$ cat src/rtl/shift_sequencer.sv
// ----------------------------------------------------------------------------
// shift_sequencer : multi-cycle group-2 shift/rotate unit, one bit step per clock
// Rev 1.0
// ----------------------------------------------------------------------------
`default_nettype none

module shift_sequencer (
  input  logic        CLK,
  input  logic        RESETn,
  input  logic        start,
  input  logic [2:0]  Operation,
  input  logic        byteWord,
  input  logic [15:0] A,
  input  logic [7:0]  count,
  input  logic        carryIn,
  output logic        busy,
  output logic        done,
  output logic [15:0] S,
  output logic        flag_we,
  output logic        F_Carry,
  output logic        F_Overflow,
  output logic        F_Neg,
  output logic        F_Zero,
  output logic        F_Aux,
  output logic        F_Parity
);

  localparam logic [1:0] c_IDLE = 2'd0;
  localparam logic [1:0] c_RUN  = 2'd1;
  localparam logic [1:0] c_DONE = 2'd2;

  localparam logic [2:0] c_ROL = 3'b000;
  localparam logic [2:0] c_ROR = 3'b001;
  localparam logic [2:0] c_RCL = 3'b010;
  localparam logic [2:0] c_RCR = 3'b011;
  localparam logic [2:0] c_SHR = 3'b101;
  localparam logic [2:0] c_SAR = 3'b111;

  logic [1:0]  state_q, state_d;
  logic [2:0]  op_q;
  logic        bw_q;
  logic [7:0]  cnt_q;
  logic        nz_q;
  logic [15:0] s_q;
  logic        c_q;
  logic [5:0]  flags_q;  // {C, O, N, Z, Aux, P}

  logic        w_left;
  logic        w_pre_msb, w_pre_msbm1;
  logic        w_lin, w_rin;
  logic [15:0] w_step_s;
  logic        w_step_c;
  logic        w_new_msb, w_new_msbm1;
  logic        w_step_o;
  logic        w_step_z;

  // Even opcodes (including the 110 SHL alias) shift toward the msb.
  always_comb begin
    w_left      = ~op_q[0];
    w_pre_msb   = bw_q ? s_q[15] : s_q[7];
    w_pre_msbm1 = bw_q ? s_q[14] : s_q[6];
    w_lin       = 1'b0;
    w_rin       = 1'b0;
    case (op_q)
      c_ROL:   w_lin = w_pre_msb;
      c_RCL:   w_lin = c_q;
      c_ROR:   w_rin = s_q[0];
      c_RCR:   w_rin = c_q;
      c_SAR:   w_rin = w_pre_msb;
      default: begin
        w_lin = 1'b0;
        w_rin = 1'b0;
      end
    endcase

    if (bw_q)
      w_step_s = w_left ? {s_q[14:0], w_lin} : {w_rin, s_q[15:1]};
    else
      w_step_s = w_left ? {s_q[15:8], s_q[6:0], w_lin} : {s_q[15:8], w_rin, s_q[7:1]};

    w_step_c    = w_left ? w_pre_msb : s_q[0];
    w_new_msb   = bw_q ? w_step_s[15] : w_step_s[7];
    w_new_msbm1 = bw_q ? w_step_s[14] : w_step_s[6];
    w_step_z    = bw_q ? (w_step_s == 16'h0000) : (w_step_s[7:0] == 8'h00);

    case (op_q)
      c_ROL, c_RCL: w_step_o = w_new_msb ^ w_step_c;
      c_ROR, c_RCR: w_step_o = w_new_msb ^ w_new_msbm1;
      c_SHR:        w_step_o = w_pre_msb;
      c_SAR:        w_step_o = 1'b0;
      default:      w_step_o = w_pre_msb ^ w_pre_msbm1;
    endcase
  end

  always_ff @(posedge CLK or negedge RESETn) begin
    if (!RESETn) state_q <= c_IDLE;
    else         state_q <= state_d;
  end

  always_comb begin
    state_d = state_q;
    case (state_q)
      c_IDLE:  if (start) state_d = (count == 8'd0) ? c_DONE : c_RUN;
      c_RUN:   if (cnt_q == 8'd1) state_d = c_DONE;
      c_DONE:  state_d = c_IDLE;
      default: state_d = c_IDLE;
    endcase
  end

  always_comb begin
    busy    = (state_q != c_IDLE);
    done    = (state_q == c_DONE);
    flag_we = (state_q == c_DONE) & nz_q;
  end

  always_ff @(posedge CLK or negedge RESETn) begin
    if (!RESETn) begin
      op_q    <= 3'b000;
      bw_q    <= 1'b0;
      cnt_q   <= 8'd0;
      nz_q    <= 1'b0;
      s_q     <= 16'h0000;
      c_q     <= 1'b0;
      flags_q <= 6'b000000;
    end else begin
      case (state_q)
        c_IDLE: begin
          if (start) begin
            op_q    <= Operation;
            bw_q    <= byteWord;
            cnt_q   <= count;
            nz_q    <= (count != 8'd0);
            s_q     <= A;
            c_q     <= carryIn;
            flags_q <= 6'b000000;
          end
        end
        c_RUN: begin
          s_q   <= w_step_s;
          c_q   <= w_step_c;
          cnt_q <= cnt_q - 8'd1;
          if (cnt_q == 8'd1)
            flags_q <= {w_step_c, w_step_o, w_new_msb, w_step_z, w_step_s[4], ~^w_step_s[7:0]};
        end
        default: ;
      endcase
    end
  end

  assign S          = s_q;
  assign F_Carry    = flags_q[5];
  assign F_Overflow = flags_q[4];
  assign F_Neg      = flags_q[3];
  assign F_Zero     = flags_q[2];
  assign F_Aux      = flags_q[1];
  assign F_Parity   = flags_q[0];

endmodule

`default_nettype wire

$ cat config.mk
export PLATFORM = sky130hd
export DESIGN_NAME = shift_sequencer
export DESIGN_NICKNAME = d
export VERILOG_FILES = /design/src/rtl/shift_sequencer.sv
export SDC_FILE = /design/constraint.sdc
export NUM_CORES = 1
export LEC_CHECK = 0
export CORE_MARGIN = 2
export CORE_UTILIZATION = 45
export CTS_CLUSTER_SIZE = 28
export DETAILED_ROUTE_END_ITERATION = 8
export PLACE_DENSITY = 0.85
export SLEW_MARGIN = 20
export SYNTH_ARGS = -nofsm -noshare
export SYNTH_HDL_FRONTEND = slang
export SYNTH_SLANG_ARGS = --single-unit
$ cat constraint.sdc
create_clock -name CLK -period 3.21 [get_ports CLK]
set_clock_uncertainty 0.1 [all_clocks]
set_input_delay 0.642 -clock CLK [delete_from_list [all_inputs] [get_ports CLK]]
set_output_delay 0.642 -clock CLK [all_outputs]
set_load 0.05 [all_outputs]
Word-level counts from Yosys, hierarchy flattened
Index checks and enable logic that the tools add are counted.
Word-level totals
  latch bits: 0
  output and inout bits: 25
  memory bits (writable): 0
  bits in registers: 38
  memory bits (read-only): 0
  word-level logic and storage cells: 63
  memories kept: 0
Cells by class
  div/mod/pow operators: 0
  add/sub/neg operators: 1
  bitwise logic cells: 4
  shift operators: 0
  order comparisons: 0
  reductions and logical operators: 15
  mux-type cells: 25
  multiply operators: 0
  equal/unequal tests: 10
Operator list (count)
  16-bit two-way mux: 3
  16-bit one-hot mux with 2 select lines: 1
  16-bit logical NOT: 1
  8-bit logical NOT: 2
  8-bit two-way mux: 2
  8-bit one-hot mux with 2 select lines: 1
  6-bit two-way mux: 2
  6-bit one-hot mux with 2 select lines: 1
  8-bit by 1-bit == test with 1-bit output (second input constant): 1
  8-bit nonzero test: 1
  8-bit XNOR reduction: 1
  8-bit by 1-bit subtractor with 8-bit output (second input constant): 1
  1-bit two-way mux: 7
  3-bit by 2-bit == test with 1-bit output (second input constant): 2
  3-bit == test (second input constant): 2
  2-bit two-way mux: 3
  2-bit AND reduction: 3
  2-bit != test (second input constant): 2
  1-bit one-hot mux with 2 select lines: 2
  1-bit one-hot mux with 4 select lines: 1
  2-bit one-hot mux with 2 select lines: 1
  2-bit nonzero test: 2
  2-bit OR reduction: 2
  3-bit by 1-bit == test with 1-bit output (second input constant): 1
  8 further kinds: 10

Longest topological paths before layout
Gate-level depths: netlist of the first run.
  depth in word-level cells: 9
  gate-level depth with buffers: 10

Worst setup path after synthesis of the first run
No wires, ideal clock.
  kind: register to register
  from: reg s_q[7], in the netlist S[7]
  to: reg flags_q[2]
  required time: 3.023 ns
  path slack: 0.747 ns
  stages on the path, launching flop included: 9
  arrival time: 2.276 ns
  cell sequence: dfrtp_1 -> mux2_2 -> a22oi_1 -> o221a_2 -> ha_1 -> nand4_1 -> a2111oi_4 -> o2111ai_1 -> a22oi_1
Between the ends
  longest elaborated chain between the ends: 8
  elaborated cells on any way between the ends: 11
  those cells by class: 9 x mux; 2 x reduce/logical
RTL lines
  from (decl): line 44  | logic [15:0] s_q;
  from (signal assigned): line 139  | s_q <= w_step_s;
  1-bit two-way mux: line 60  | w_pre_msb = bw_q ? s_q[15] : s_q[7];
  1-bit one-hot mux with 3 select lines / 1-bit one-hot mux with 2 select lines (equally long branches): line 64  | case (op_q)
  8-bit two-way mux / 16-bit two-way mux (equally long branches): line 79, 77
  16-bit two-way mux *: line 76  | if (bw_q)
  16-bit logical NOT / 8-bit logical NOT (equally long branches): line 84  | w_step_z = bw_q ? (w_step_s == 16'h0000) : (w_step_s[7:0] == 8'h00);
  1-bit two-way mux *: line 84
  6-bit two-way mux *: line 142  | if (cnt_q == 8'd1)
  6-bit one-hot mux with 2 select lines *: line 126  | case (state_q)
  to (signal assigned): line 143  | flags_q <= {w_step_c, w_step_o, w_new_msb, w_step_z, w_step_s[4], ~^w_step_s[7:0]};
  to (decl): line 46  | logic [5:0] flags_q;
Mark *: on every way between the ends. The rest lies on a longest branch, timed or not. The select of a mux whose other input is x is not followed.
A chain may end at the register's enable or synchronous reset.

Final worst setup path of the first run
  from: reg bw_q
  to: reg flags_q[2]
Between the ends
  longest elaborated chain between the ends: 8
  elaborated cells on any way between the ends: 11
  those cells by class: 9 x mux; 2 x reduce/logical
RTL lines
  from (decl): line 41  | logic bw_q;
  from (signal assigned): line 130  | bw_q <= byteWord;
  1-bit two-way mux: line 60
  1-bit one-hot mux with 3 select lines / 1-bit one-hot mux with 2 select lines (equally long branches): line 64
  8-bit two-way mux / 16-bit two-way mux (equally long branches): line 79, 77
  16-bit two-way mux: line 76
  16-bit logical NOT / 8-bit logical NOT (equally long branches): line 84
  1-bit two-way mux *: line 84
  6-bit two-way mux *: line 142
  6-bit one-hot mux with 2 select lines *: line 126
Marks and branches as above.

==> flow_metrics.env, run 1 <==
export IMPL_vias=2053
export IMPL_grt_pass1_vias=1929
export IMPL_power_density_nw_per_um2=1140
export IMPL_syn_nets=270
export IMPL_post_drt_wl_per_cell_um=16.1
export IMPL_total_power_uw=3370
export IMPL_die_x_um=75.2
export IMPL_seq_area_frac_synth_pct=41.7
export IMPL_critPathLaunchType="register"
export IMPL_maxSlewViolCount=0
export IMPL_final_nets=325
export IMPL_synth_seq_cells=38
export IMPL_synth_edf_count=0
export IMPL_drtIter0Drc=155
export IMPL_path_buf_inv=0
export IMPL_status="complete, no violations"
export IMPL_dieArea_sq_um=5660
export IMPL_fmax_mhz=357
export IMPL_start_util_pct=47.4
export IMPL_peakVddDrop_mv=0.541
export IMPL_finalCoreUtilization_pct=61.6
export IMPL_critical_path_class="register to register"
export IMPL_drcViolationCount=0
export IMPL_clk_path_buf_depth=2
export IMPL_port_buffers=56
export IMPL_tightest_slew_ns=0.852
export IMPL_cts_root_buf="clkbuf_8"
export IMPL_hold_viol=0
export IMPL_fp_coreArea_sq_um=4820
export IMPL_rows=25
export IMPL_syn_area_sq_um=2280
export IMPL_drive_gt1_share_pct=9.72
export IMPL_synth_avg_cell_area_sq_um=9.84
export IMPL_cp_end_kind="register"
export IMPL_fin_crit_ns=2.80
export IMPL_cap_violations=0
export IMPL_seqCellArea_sq_um=951
export IMPL_cpMaxStageDelayCell="dfrtp_1"
export IMPL_cts_tree="built"
export IMPL_setup_viol=0
export IMPL_h_tree_depth=2
export IMPL_yosysUniqueCellTypes=54
export IMPL_globalRoute_totalOverflow=0
export IMPL_synth_flop_cell="dfrtp_1"
export IMPL_worst_path_largest_cell_delay_ns=0.71
export IMPL_synthArstFlopShare_pct=100
export IMPL_fin_crit_sh_pct=87.4
export IMPL_layout_commonest_cell="clkdlybuf4s50_1"
export IMPL_fp_dieH_um=75.2
export IMPL_layout_common_cells="55 x clkdlybuf4s50_1, 38 x dfrtp_1, 27 x nor2_1"
export IMPL_gp_congestion=0.843
export IMPL_areaGrowthSynthToFinish_pct=30.1
export IMPL_drt_pass1_iter_count=4
export IMPL_multiInputGateArea_sq_um=1230
export IMPL_post_cts_buffers=0
export IMPL_fillers=426
export IMPL_rsz0062_at_grt="false"
export IMPL_cts_sinks=38
export IMPL_ant_nets=0
export IMPL_place_hpwl_um=4140
export IMPL_holdBufCountCts=0
export IMPL_final_setup_tns_ns=0
export IMPL_cts_reportedPaths_clkPinSlew_ns=0.08
export IMPL_crit_chain="mux2_2, a22oi_1, o221a_2, ha_1, nand4_1, a2111oi_4, o2111ai_1, a22oi_1"
export IMPL_viasPerCell=5.78
export IMPL_crit_family="compound AO/OA/AOI/OAI gates"
export IMPL_synthCells=232
export IMPL_worstPathArrival_ns=2.91
export IMPL_ios=57
export IMPL_synth_warnings=0
export IMPL_diodes=0
export IMPL_clkLatencyLatePin_ns=0.30
export IMPL_crit_top_cell="a22oi_1"
export IMPL_path_max_fanout=16
export IMPL_critPathRequiredTime_ns=3.31
export IMPL_grt_use_total_pct=21.3
export IMPL_p_leak_uw=0.00124
export IMPL_grt_pass1_wl_um=9080
export IMPL_finalWirelength_um=5700
export IMPL_post_cts_resized=0
export IMPL_slew_limit_headroom_pct=43.2
export IMPL_cts_buffers=5
export IMPL_antenna_found_initial=0
export IMPL_min_path_type="input port to async pin"
export IMPL_grt_max_degree=39
report_power, final:
part	leakage (uW)	internal, uW	switching, uW
clock	0.0000472	173	173
sequential	0.000469	679	340
combinational	0.000720	867	1140
cells in the mapped netlist (2+ instances only):
| master | number | area share [%] |
|---|---|---|
| a22oi_1 | 7 | 2.3 |
| nor2b_1 | 4 | 1.1 |
| nand3_1 | 8 | 1.8 |
| xor2_1 | 3 | 1.2 |
| ha_1 | 6 | 3.3 |
| a31o_2 | 2 | 0.77 |
| dfrtp_1 | 38 | 42 |
| and3_1 | 2 | 0.55 |
| xnor2_1 | 2 | 0.77 |
| mux2i_1 | 16 | 7.0 |
| nand2_1 | 16 | 2.6 |
| a221o_1 | 11 | 4.8 |
| o221a_2 | 2 | 0.99 |
| a211oi_1 | 5 | 1.6 |
| inv_1 | 6 | 0.99 |
| buf_6 | 3 | 1.5 |
| a21oi_1 | 10 | 2.2 |
| clkbuf_1 | 3 | 0.49 |
| o21ai_0 | 13 | 2.9 |
| nand4_1 | 3 | 0.82 |
| nor2_1 | 27 | 4.4 |
| nor3_1 | 6 | 1.3 |
| buf_2 | 5 | 1.1 |
| mux2_2 | 2 | 0.99 |
| o211ai_1 | 2 | 0.66 |
| or4_1 | 2 | 0.66 |
stage by stage:
| stage | std cells | worst slack [ns] | cell area [sq um] | hold slack [ns] |
|---|---|---|---|---|
| global route | 355 | 0.288 | 2970 | 0.425 |
| finish | 355 | 0.406 | 2970 | 0.348 |
| detailed placement | 347 | 0.442 | 2870 | 0.394 |
| CTS | 355 | 0.427 | 2970 | 0.386 |
| floorplan | 232 | 0.747 | 2280 | 0.246 |
| global placement | 347 | 0.556 | 2870 | 0.388 |
sequential cells by signal, indices dropped and copies added (netlist names):
signal and cells:
S 16, nz_q 1, op_q 3, bw_q 1, flags_q 6, cnt_q 8
state_q 2, c_q 1
per-layer routing:
layer,GRT usage (%),wire length (um),vias to the layer above
met1,27.4,2380,993
li1,-,-,981
met3,5.62,367,6
met4,6.43,65,0
met2,35.4,2880,73
met5,0,0,-
path summary, 6_finish.rpt:
kind / start / endpoint / slack, ns / depth (start not counted)
setup / recovery: bw_q$_DFFE_PN0P_ / flags_q[2]$_DFFE_PN0P_ / 0.41 / 8
hold / removal: RESETn / S[8]$_DFFE_PN0P_ / 0.35 / 1
setup reg to reg: bw_q$_DFFE_PN0P_ / flags_q[2]$_DFFE_PN0P_ / 0.41 / 8
hold reg to reg: flags_q[3]$_DFFE_PN0P_ / flags_q[3]$_DFFE_PN0P_ / 0.40 / 2
max in group asynchronous: RESETn / S[5]$_DFFE_PN0P_ / 2.12 / 1
min in group CLK: flags_q[3]$_DFFE_PN0P_ / flags_q[3]$_DFFE_PN0P_ / 0.40 / 2
cell families after synthesis:
group / after synthesis / share of synthesized area, %
DFF: 38 / 41.7
buffers and inverters: 18 / 4.39
muxes: 19 / 8.66
AOI/OAI and AO/OA: 65 / 21.9
xor gates and xnor gates: 5 / 1.92
and+or+nand+nor: 81 / 18.2
adders and majority gates: 6 / 3.29
worst register-to-register path: stages, from the launching register on:
cell	delay, ns
dfrtp_1	0.71
mux2_2	0.43
a22oi_1	0.21
o221a_2	0.24
ha_1	0.14
nand4_1	0.16
a2111oi_4	0.35
o2111ai_1	0.16
a22oi_1	0.20
area by class of cell:
type	instances	share of cell area, %
well taps	67	2.82
multi-input cells	176	41.5
repair buffers	60	19.7
inverters	6	0.759
flip-flops and latches	38	32.0
clock buffers	6	2.78
clock inverters	2	0.421
Note: power is estimated with default switching activity, not from simulation.
==> run 2, diff against run 1 <==
--- a/config.mk
+++ b/config.mk
@@ -5,11 +5,13 @@
 export SDC_FILE = /design/constraint.sdc
 export NUM_CORES = 1
 export LEC_CHECK = 0
+export CELL_PAD_IN_SITES_DETAIL_PLACEMENT = 1
+export CELL_PAD_IN_SITES_GLOBAL_PLACEMENT = 2
 export CORE_MARGIN = 2
-export CORE_UTILIZATION = 45
+export CORE_UTILIZATION = 30
 export CTS_CLUSTER_SIZE = 28
 export DETAILED_ROUTE_END_ITERATION = 8
-export PLACE_DENSITY = 0.85
+export PLACE_DENSITY = 0.91
 export SLEW_MARGIN = 20
 export SYNTH_ARGS = -nofsm -noshare
 export SYNTH_HDL_FRONTEND = slang
==> flow_metrics.env, run 2 (synthesized netlist as in run 1, its figures left out) <==
export IMPL_status="complete, no violations"
export IMPL_grt_max_degree=39
export IMPL_path_max_fanout=7
export IMPL_fp_dieH_um=91.2
export IMPL_holdBufCountCts=0
export IMPL_rows=31
export IMPL_cp_end_kind="output pin"
export IMPL_start_util_pct=31.3
export IMPL_rsz0062_at_grt="false"
export IMPL_grt_pass1_wl_um=10800
export IMPL_drcViolationCount=0
export IMPL_drive_gt1_share_pct=9.41
export IMPL_areaGrowthSynthToFinish_pct=31.1
export IMPL_grt_use_total_pct=16.2
export IMPL_globalRoute_totalOverflow=0
export IMPL_tightest_slew_ns=0.890
export IMPL_place_hpwl_um=4810
export IMPL_finalCoreUtilization_pct=41.0
export IMPL_largest_reg_flops=16
export IMPL_fin_crit_sh_pct=82.4
export IMPL_worst_path_largest_cell_delay_ns=0.79
export IMPL_die_x_um=91.2
export IMPL_cap_violations=0
export IMPL_hold_viol=0
export IMPL_clk_path_buf_depth=2
export IMPL_antenna_found_initial=0
export IMPL_cts_tree="built"
export IMPL_finalWirelength_um=6630
export IMPL_min_path_type="input port to async pin"
export IMPL_ant_nets=0
export IMPL_slew_limit_headroom_pct=40.7
export IMPL_critical_path_class="register to output pin"
export IMPL_fp_coreArea_sq_um=7290
export IMPL_cts_buffers=5
export IMPL_ios=57
export IMPL_critPathRequiredTime_ns=2.47
export IMPL_post_cts_resized=0
export IMPL_post_cts_buffers=0
export IMPL_p_leak_uw=0.00123
export IMPL_cts_reportedPaths_clkPinSlew_ns=0.08
export IMPL_h_tree_depth=2
export IMPL_cts_sinks=38
export IMPL_fmax_mhz=378
export IMPL_final_setup_tns_ns=0
export IMPL_crit_chain="and2b_1, and2_1, clkdlybuf4s50_1"
export IMPL_critPathLaunchType="register"
export IMPL_layout_commonest_cell="clkdlybuf4s50_1"
export IMPL_vias=2050
export IMPL_fin_crit_ns=2.65
export IMPL_gp_congestion=0.794
export IMPL_peakVddDrop_mv=0.347
export IMPL_drtIter0Drc=102
export IMPL_drt_pass1_iter_count=4
export IMPL_setup_viol=0
export IMPL_maxSlewViolCount=0
export IMPL_clkLatencyLatePin_ns=0.29
export IMPL_power_density_nw_per_um2=1130
export IMPL_grt_pass1_vias=2124
export IMPL_cts_root_buf="clkbuf_8"
export IMPL_diodes=0
export IMPL_viasPerCell=5.31
export IMPL_port_buffers=56
export IMPL_worstPathArrival_ns=1.90
export IMPL_final_nets=325
export IMPL_cpMaxStageDelayCell="clkdlybuf4s50_1"
export IMPL_post_drt_wl_per_cell_um=17.2
export IMPL_layout_common_cells="55 x clkdlybuf4s50_1, 38 x dfrtp_1, 27 x nor2_1"
export IMPL_dieArea_sq_um=8320
run 2: changes by cell type in the layout (fill, tap and decap cells not counted):
cell	before	now
clkinvlp_4	1	0
clkinv_2	1	2
clkbuf_8	6	5
run 2: worst paths after layout:
path                                   startpoint                      to  slack (ns)  cells after the start
max in group asynchronous                  RESETn        S[1]$_DFFE_PN0P_        2.08                      1
min in group CLK           flags_q[3]$_DFFE_PN0P_  flags_q[3]$_DFFE_PN0P_        0.42                      2
setup / recovery           state_q[0]$_DFFE_PN0P_                 flag_we        0.56                      3
hold / removal                             RESETn  flags_q[3]$_DFFE_PN0P_        0.37                      1
hold reg to reg            flags_q[3]$_DFFE_PN0P_  flags_q[3]$_DFFE_PN0P_        0.42                      2
setup reg to reg                 bw_q$_DFFE_PN0P_  flags_q[2]$_DFFE_PN0P_        0.60                      8
run 2: metrics by stage:
stage	hold slack [ns]	cells	total power [uW]	area, sq um	worst slack [ns]
after CTS	0.398	386	3420	2990	0.540
final	0.373	386	3390	2990	0.565
after global placement	0.388	379	3030	2910	0.699
after floorplan	0.246	232	2490	2280	0.747
after detailed placement	0.407	379	3090	2910	0.686
after global routing	0.419	386	3650	2990	0.460
run 2: area by class of cell:
class                           instances  area, sq um
Inverter                                6         22.5
Timing Repair Buffer                   60          586
Multi-Input combinational cell        176         1230
Clock buffer                            5         68.8
Clock inverter                          2         10.0
Fill cell                             856         4300
Sequential cell                        38          951
Tap cell                               99          124
run 2: worst max-delay path: cells and delay by family, from the launching register on:
kind,cells,cell delay [ns]
flip-flops,1,0.47
buffers and inverters,1,0.79
AND/OR/NAND/NOR,2,0.36
run 2: routing by layer:
metal / up-vias / part of all wire [%] / track usage [%]
met2: 50 / 50 / 28.7
met5: - / 0 / 0
met1: 1020 / 47 / 20.7
li1: 976 / - / -
met4: 0 / 0.54 / 3.41
met3: 4 / 3.1 / 2.74
run 2: where the power goes:
group	internal [uW]	leakage [uW]	switching [uW]	total [uW]
Combinational	867	0.000720	1210	2080
Sequential	680	0.000469	318	998
Clock	146	0.0000438	169	315
==> run 3, diff against run 2 <==
--- a/config.mk
+++ b/config.mk
@@ -8,10 +8,10 @@
 export CELL_PAD_IN_SITES_DETAIL_PLACEMENT = 1
 export CELL_PAD_IN_SITES_GLOBAL_PLACEMENT = 2
 export CORE_MARGIN = 2
-export CORE_UTILIZATION = 30
+export CORE_UTILIZATION = 27
 export CTS_CLUSTER_SIZE = 28
 export DETAILED_ROUTE_END_ITERATION = 8
-export PLACE_DENSITY = 0.91
+export PLACE_DENSITY = 0.87
 export SLEW_MARGIN = 20
 export SYNTH_ARGS = -nofsm -noshare
 export SYNTH_HDL_FRONTEND = slang
==> constraint.sdc (replaced) <==
create_clock -name CLK -period 2.1 [get_ports CLK]
set_clock_uncertainty 0.1 [all_clocks]
set_input_delay 0.42 -clock CLK [delete_from_list [all_inputs] [get_ports CLK]]
set_output_delay 0.42 -clock CLK [all_outputs]
set_load 0.05 [all_outputs]
==> flow_metrics.env, run 3 (synthesized netlist as in run 1, its figures left out) <==
export IMPL_status="finished, violations left"
export IMPL_violations="negative setup slack"
export IMPL_antenna_found_initial=0
export IMPL_diodes=0
export IMPL_finalWirelength_um=7200
export IMPL_worstPathArrival_ns=2.38
export IMPL_clk_path_buf_depth=2
export IMPL_min_path_type="register to register"
export IMPL_fp_dieH_um=95.9
export IMPL_grt_max_degree=16
export IMPL_largest_reg_flops=16
export IMPL_whs_path_depth=2
export IMPL_critPathLaunchType="register"
export IMPL_ios=57
export IMPL_critPathRequiredTime_ns=2.22
export IMPL_fin_crit_ns=2.26
export IMPL_die_x_um=95.9
export IMPL_rsz0062_at_grt="true"
export IMPL_areaGrowthSynthToFinish_pct=42.3
export IMPL_drive_gt1_share_pct=27.4
export IMPL_final_nets=355
export IMPL_cap_violations=0
export IMPL_start_util_pct=27.8
export IMPL_layout_commonest_cell="buf_4"
export IMPL_cp_end_kind="register"
export IMPL_place_hpwl_um=5420
export IMPL_grt_use_total_pct=16.4
export IMPL_finalNonFillerCells=423
export IMPL_setup_viol=2
export IMPL_cts_tree="built"
export IMPL_drcViolationCount=0
export IMPL_power_density_nw_per_um2=1770
export IMPL_drt_pass1_iter_count=4
export IMPL_hold_viol=0
export IMPL_reg2reg_depth=8
export IMPL_cts_root_buf="clkbuf_8"
export IMPL_drtIter0Drc=77
export IMPL_p_leak_uw=0.00143
export IMPL_hold_slack_ns=0.412
export IMPL_placed_cells=411
export IMPL_post_drt_wl_per_cell_um=17.0
export IMPL_fp_coreArea_sq_um=8220
export IMPL_dieArea_sq_um=9200
export IMPL_path_max_fanout=2
export IMPL_cts_sinks=38
export IMPL_slew_limit_headroom_pct=55.7
export IMPL_port_buffers=56
export IMPL_cts_reportedPaths_clkPinSlew_ns=0.08
export IMPL_layout_common_cells="56 x buf_4, 35 x dfrtp_1, 30 x clkdlybuf4s50_1"
export IMPL_final_setup_tns_ns=-0.284
export IMPL_gp_congestion=0.875
export IMPL_peakVddDrop_mv=0.663
export IMPL_grt_pass1_wl_um=11600
export IMPL_maxSlewViolCount=0
export IMPL_grt_pass1_vias=2266
export IMPL_fmax_mhz=442
export IMPL_viasPerCell=5.13
export IMPL_vias=2168
export IMPL_rows=33
export IMPL_critical_path_class="register to register"
export IMPL_fin_crit_sh_pct=108
export IMPL_tightest_slew_ns=0.665
export IMPL_clkLatencyLatePin_ns=0.30
export IMPL_globalRoute_totalOverflow=0
export IMPL_dpl_cell_area_sq_um=3100
export IMPL_ant_nets=0
export IMPL_pre_cts_ws_ns=-0.189
export IMPL_final_area_sq_um=3250
export IMPL_h_tree_depth=2
export IMPL_setup_slack_ns=-0.161
export IMPL_cts_buffers=5
export IMPL_r2r_slack_ns=-0.16
==> run 3: critical path: stages, from the launching register on <==
cell,delay [ns]
dfrtp_1,0.40
mux2_4,0.32
a22oi_2,0.23
o221a_4,0.23
ha_4,0.11
nand4_1,0.16
a2111oi_4,0.30
o2111ai_1,0.15
a22oi_1,0.19
==> run 3: routing by layer <==
| layer | share of wire, % | track usage [%] | up-vias |
|---|---|---|---|
| met5 | 0 | 0 | - |
| met4 | 0.97 | 3.93 | 0 |
| li1 | - | - | 1043 |
| met1 | 46 | 21.0 | 1075 |
| met2 | 50 | 28.4 | 43 |
| met3 | 3.4 | 3.13 | 7 |
==> run 3: area by class of cell <==
type,instances,area (sq um)
fill,947,4970
timing repair buffer,90,776
inverter,6,22.5
multi-input combinational,176,1270
clock buffer,7,86.3
sequential,38,955
tap,105,131
clock inverter,1,5.00
==> run 3: path summary, 6_finish.rpt <==
check | start | endpoint
max in group asynchronous | RESETn | flags_q[4]$_DFFE_PN0P_
worst max-delay path | op_q[1]$_DFFE_PN0P_ | flags_q[2]$_DFFE_PN0P_
worst min register to register | flags_q[3]$_DFFE_PN0P_ | flags_q[3]$_DFFE_PN0P_
min in group asynchronous | RESETn | S[7]$_DFFE_PN0P_
worst max register to register | op_q[1]$_DFFE_PN0P_ | flags_q[2]$_DFFE_PN0P_
worst min-delay path | flags_q[3]$_DFFE_PN0P_ | flags_q[3]$_DFFE_PN0P_
==> run 3: what timing repair did <==
action	in CTS	in global routing
endpoints found under the setup margin	2	2
hold buffers	1	0
setup buffers	3	0
endpoints found under the hold margin	12	0
pin swaps	4	4
resized for setup	0	3
==> run 3: metrics by stage <==
step | total power (uW) | utilization [%]
final | 5760 | 39.5
after global routing | 6170 | 39.5
after floorplan | 3840 | -
after detailed placement | 5050 | 37.7
after CTS | 5660 | 39.2
after global placement | 4970 | 37.7
==> run 3: report_power, final <==
group / internal, uW / total (uW) / switching, uW
combinational: 1670 / 3770 / 2100
sequential: 1040 / 1450 / 401
clock: 266 / 543 / 278
==> variant (flow settings as in run 3) <==
Make the reset (`RESETn`) synchronous in 2 clocked blocks.
--- a/src/rtl/shift_sequencer.sv
+++ b/src/rtl/shift_sequencer.sv
@@ -92,7 +92,7 @@
     endcase
   end
 
-  always_ff @(posedge CLK or negedge RESETn) begin
+  always_ff @(posedge CLK) begin
     if (!RESETn) state_q <= c_IDLE;
     else         state_q <= state_d;
   end
@@ -113,7 +113,7 @@
     flag_we = (state_q == c_DONE) & nz_q;
   end
 
-  always_ff @(posedge CLK or negedge RESETn) begin
+  always_ff @(posedge CLK) begin
     if (!RESETn) begin
       op_q    <= 3'b000;
       bw_q    <= 1'b0;
Check against the original RTL: differs if RESETn is asserted again (counterexample within 4 cycles, from zero or initial values and one cycle with RESETn low); with RESETn held inactive, the same outputs for 10 cycles.
==> variant against run 3 <==
  * Wire length grew 4.1%
  * Sequential share of layout area is 5.8 points lower
  * Final area up 1.1%
  * Non-clock buffer count up 4
  * The run still ends with setup timing left
  * Worst setup slack improved by 0.088 ns
  * Critical endpoint is now flags_q[0]
  * Sequential cell count stayed put
  * Area after synthesis decreased by 1.5%
Power is not compared: it rests on default switching activity, and its combinational part moved more than twofold at a synthesized area within 25%.
==> variant: results (changes against run 3) <==
Register area share after synthesis -> 0.3383 (-0.07832)
Maximum clock insertion buffer count -> 2 (unchanged)
Largest net degree at the start of global routing -> 23 (+7)
Clock Pin Slew Worst Setup and Hold Paths -> 0.08 ns (about the same)
Setup ws final -> -0.07383 ns (+0.08752 ns)
Routed WL -> 7.491 mm (+4.1%)
Setup Fix Bufs, Post-CTS -> 6 (+3)
Worst slack at placement -> -0.1060 ns (+0.08283 ns)
First-pass GRT wire length -> 11.87 mm (+2.5%)
Tightest Pin Transition -> 0.5154 ns (-0.1498 ns)
Post-DP Area -> 3117 um2 (+0.69%)
Main synth FF type -> dfxtp_1
Register bit total from synthesis -> 38 (unchanged)
#MultiIn Comb -> 203 (+15%)
Data arrival time of the critical path -> 2.31 ns (-0.07 ns)
FFs w/ async S/R, synth -> 0 (-1.000)
Post-synth top cells -> 40 x nor2_1, 38 x dfxtp_1, 22 x nand2_1
Number of global-route vias before repair -> 2314 (+2.1%)
First-iteration detailed-routing DRC count -> 104 (+35%)
HPWL after DPL -> 5.365 mm (-0.98%)
H-tree depth -> 2 (unchanged)
Area contributors post-synth -> dfxtp_1 34%, mux2i_1 8.0%, nor2_1 6.7%, a221oi_1 5.1%, nand2_1 3.7%
# clk buffers -> 5 (-2)
Final instance area -> 3283 um2 (+1.1%)
Status -> finished with violations
Register area -> 773.2 um2 (-19%)
Synth cell types -> 52 (-3.7%)
Global Route Usage Sum -> 0.1695 (+0.005792)
Failing checks -> setup timing
NonClk Buf Share -> 0.2572 (+0.01841)
Gates resized, CTS repair -> 4 (+4)
Nets -> 386 (+8.7%)
Setup TNS Final -> -0.07383 ns (+0.2106 ns)
Count of non-CTS buffers in the layout -> 94 (+4.4%)
Layout cell share with drive strength beyond 1 -> 0.2557 (-0.01784)
Clock tree cell share of total cell area -> 0.02401 (-0.004111)
Initial antenna violation count -> 0 (unchanged)
Setup-failing EPs final -> 1 (-1)
Net Count, Synth -> 307 (+14%)
Worst-path fanout max -> 2 (unchanged)
Fill cells -> 960 (+1.4%)
Via count -> 2306 (+6.4%)
Fraction of area in multi-input gates -> 0.4364 (+0.04460)
1st-pass router iterations -> 5 (+1)
GPL Wtd Cong -> 0.8136 (-7.0%)
Leakage -> 1.265 nW
[variant: path summary, 6_finish.rpt]
check | start | to | slack (ns) | cells past startpoint
max reg2reg | op_q[1] | flags_q[0] | -0.07 | 8
max | op_q[1] | flags_q[0] | -0.07 | 8
min reg2reg | flags_q[5] | flags_q[5] | 0.36 | 2
min | flags_q[5] | flags_q[5] | 0.36 | 2
[variant: power groups by stage]
stage / combinational [mW] / clock [mW] / sequential, mW
floorplan: 0.418 / 0 / 0.961
global placement: 0.784 / 0 / 0.877
detailed placement: 0.799 / 0 / 0.879
CTS: 0.813 / 0.514 / 0.864
global route: 0.901 / 0.553 / 0.879
finish: 0.828 / 0.504 / 0.867
[variant: layer usage]
metal / GRT usage / up-vias / part of all wire
met5: 0 / - / 0
met4: 0.06159 / 0 / 0.017
met3: 0.02055 / 10 / 0.031
met2: 0.2670 / 44 / 0.47
met1: 0.2373 / 1102 / 0.49
li1: - / 1150 / -
[variant: cell families after synthesis]
group,count (synthesis),synth area share
and+or+nand+nor,98,0.2137
xor gates and xnor gates,5,0.01948
AOI/OAI and AO/OA,72,0.2410
muxes,22,0.1002
DFF,38,0.3383
adders and majority gates,6,0.03339
buffers and inverters,28,0.05398
[variant: critical path, stage by stage (launching register included)]
cell	delay (ns)
dfxtp_2	0.35
mux2_4	0.31
a2bb2oi_2	0.15
o221a_2	0.24
ha_4	0.21
xor2_2	0.18
xnor2_1	0.12
or3_1	0.33
a21oi_2	0.12
[variant: through the flow]
stage / instances / power (mW)
2_1_floorplan: 269 / 1.379
3_3_place_gp: 439 / 1.661
3_5_place_dp: 439 / 1.678
4_1_cts: 452 / 2.191
5_1_grt: 453 / 2.333
6_report: 453 / 2.199
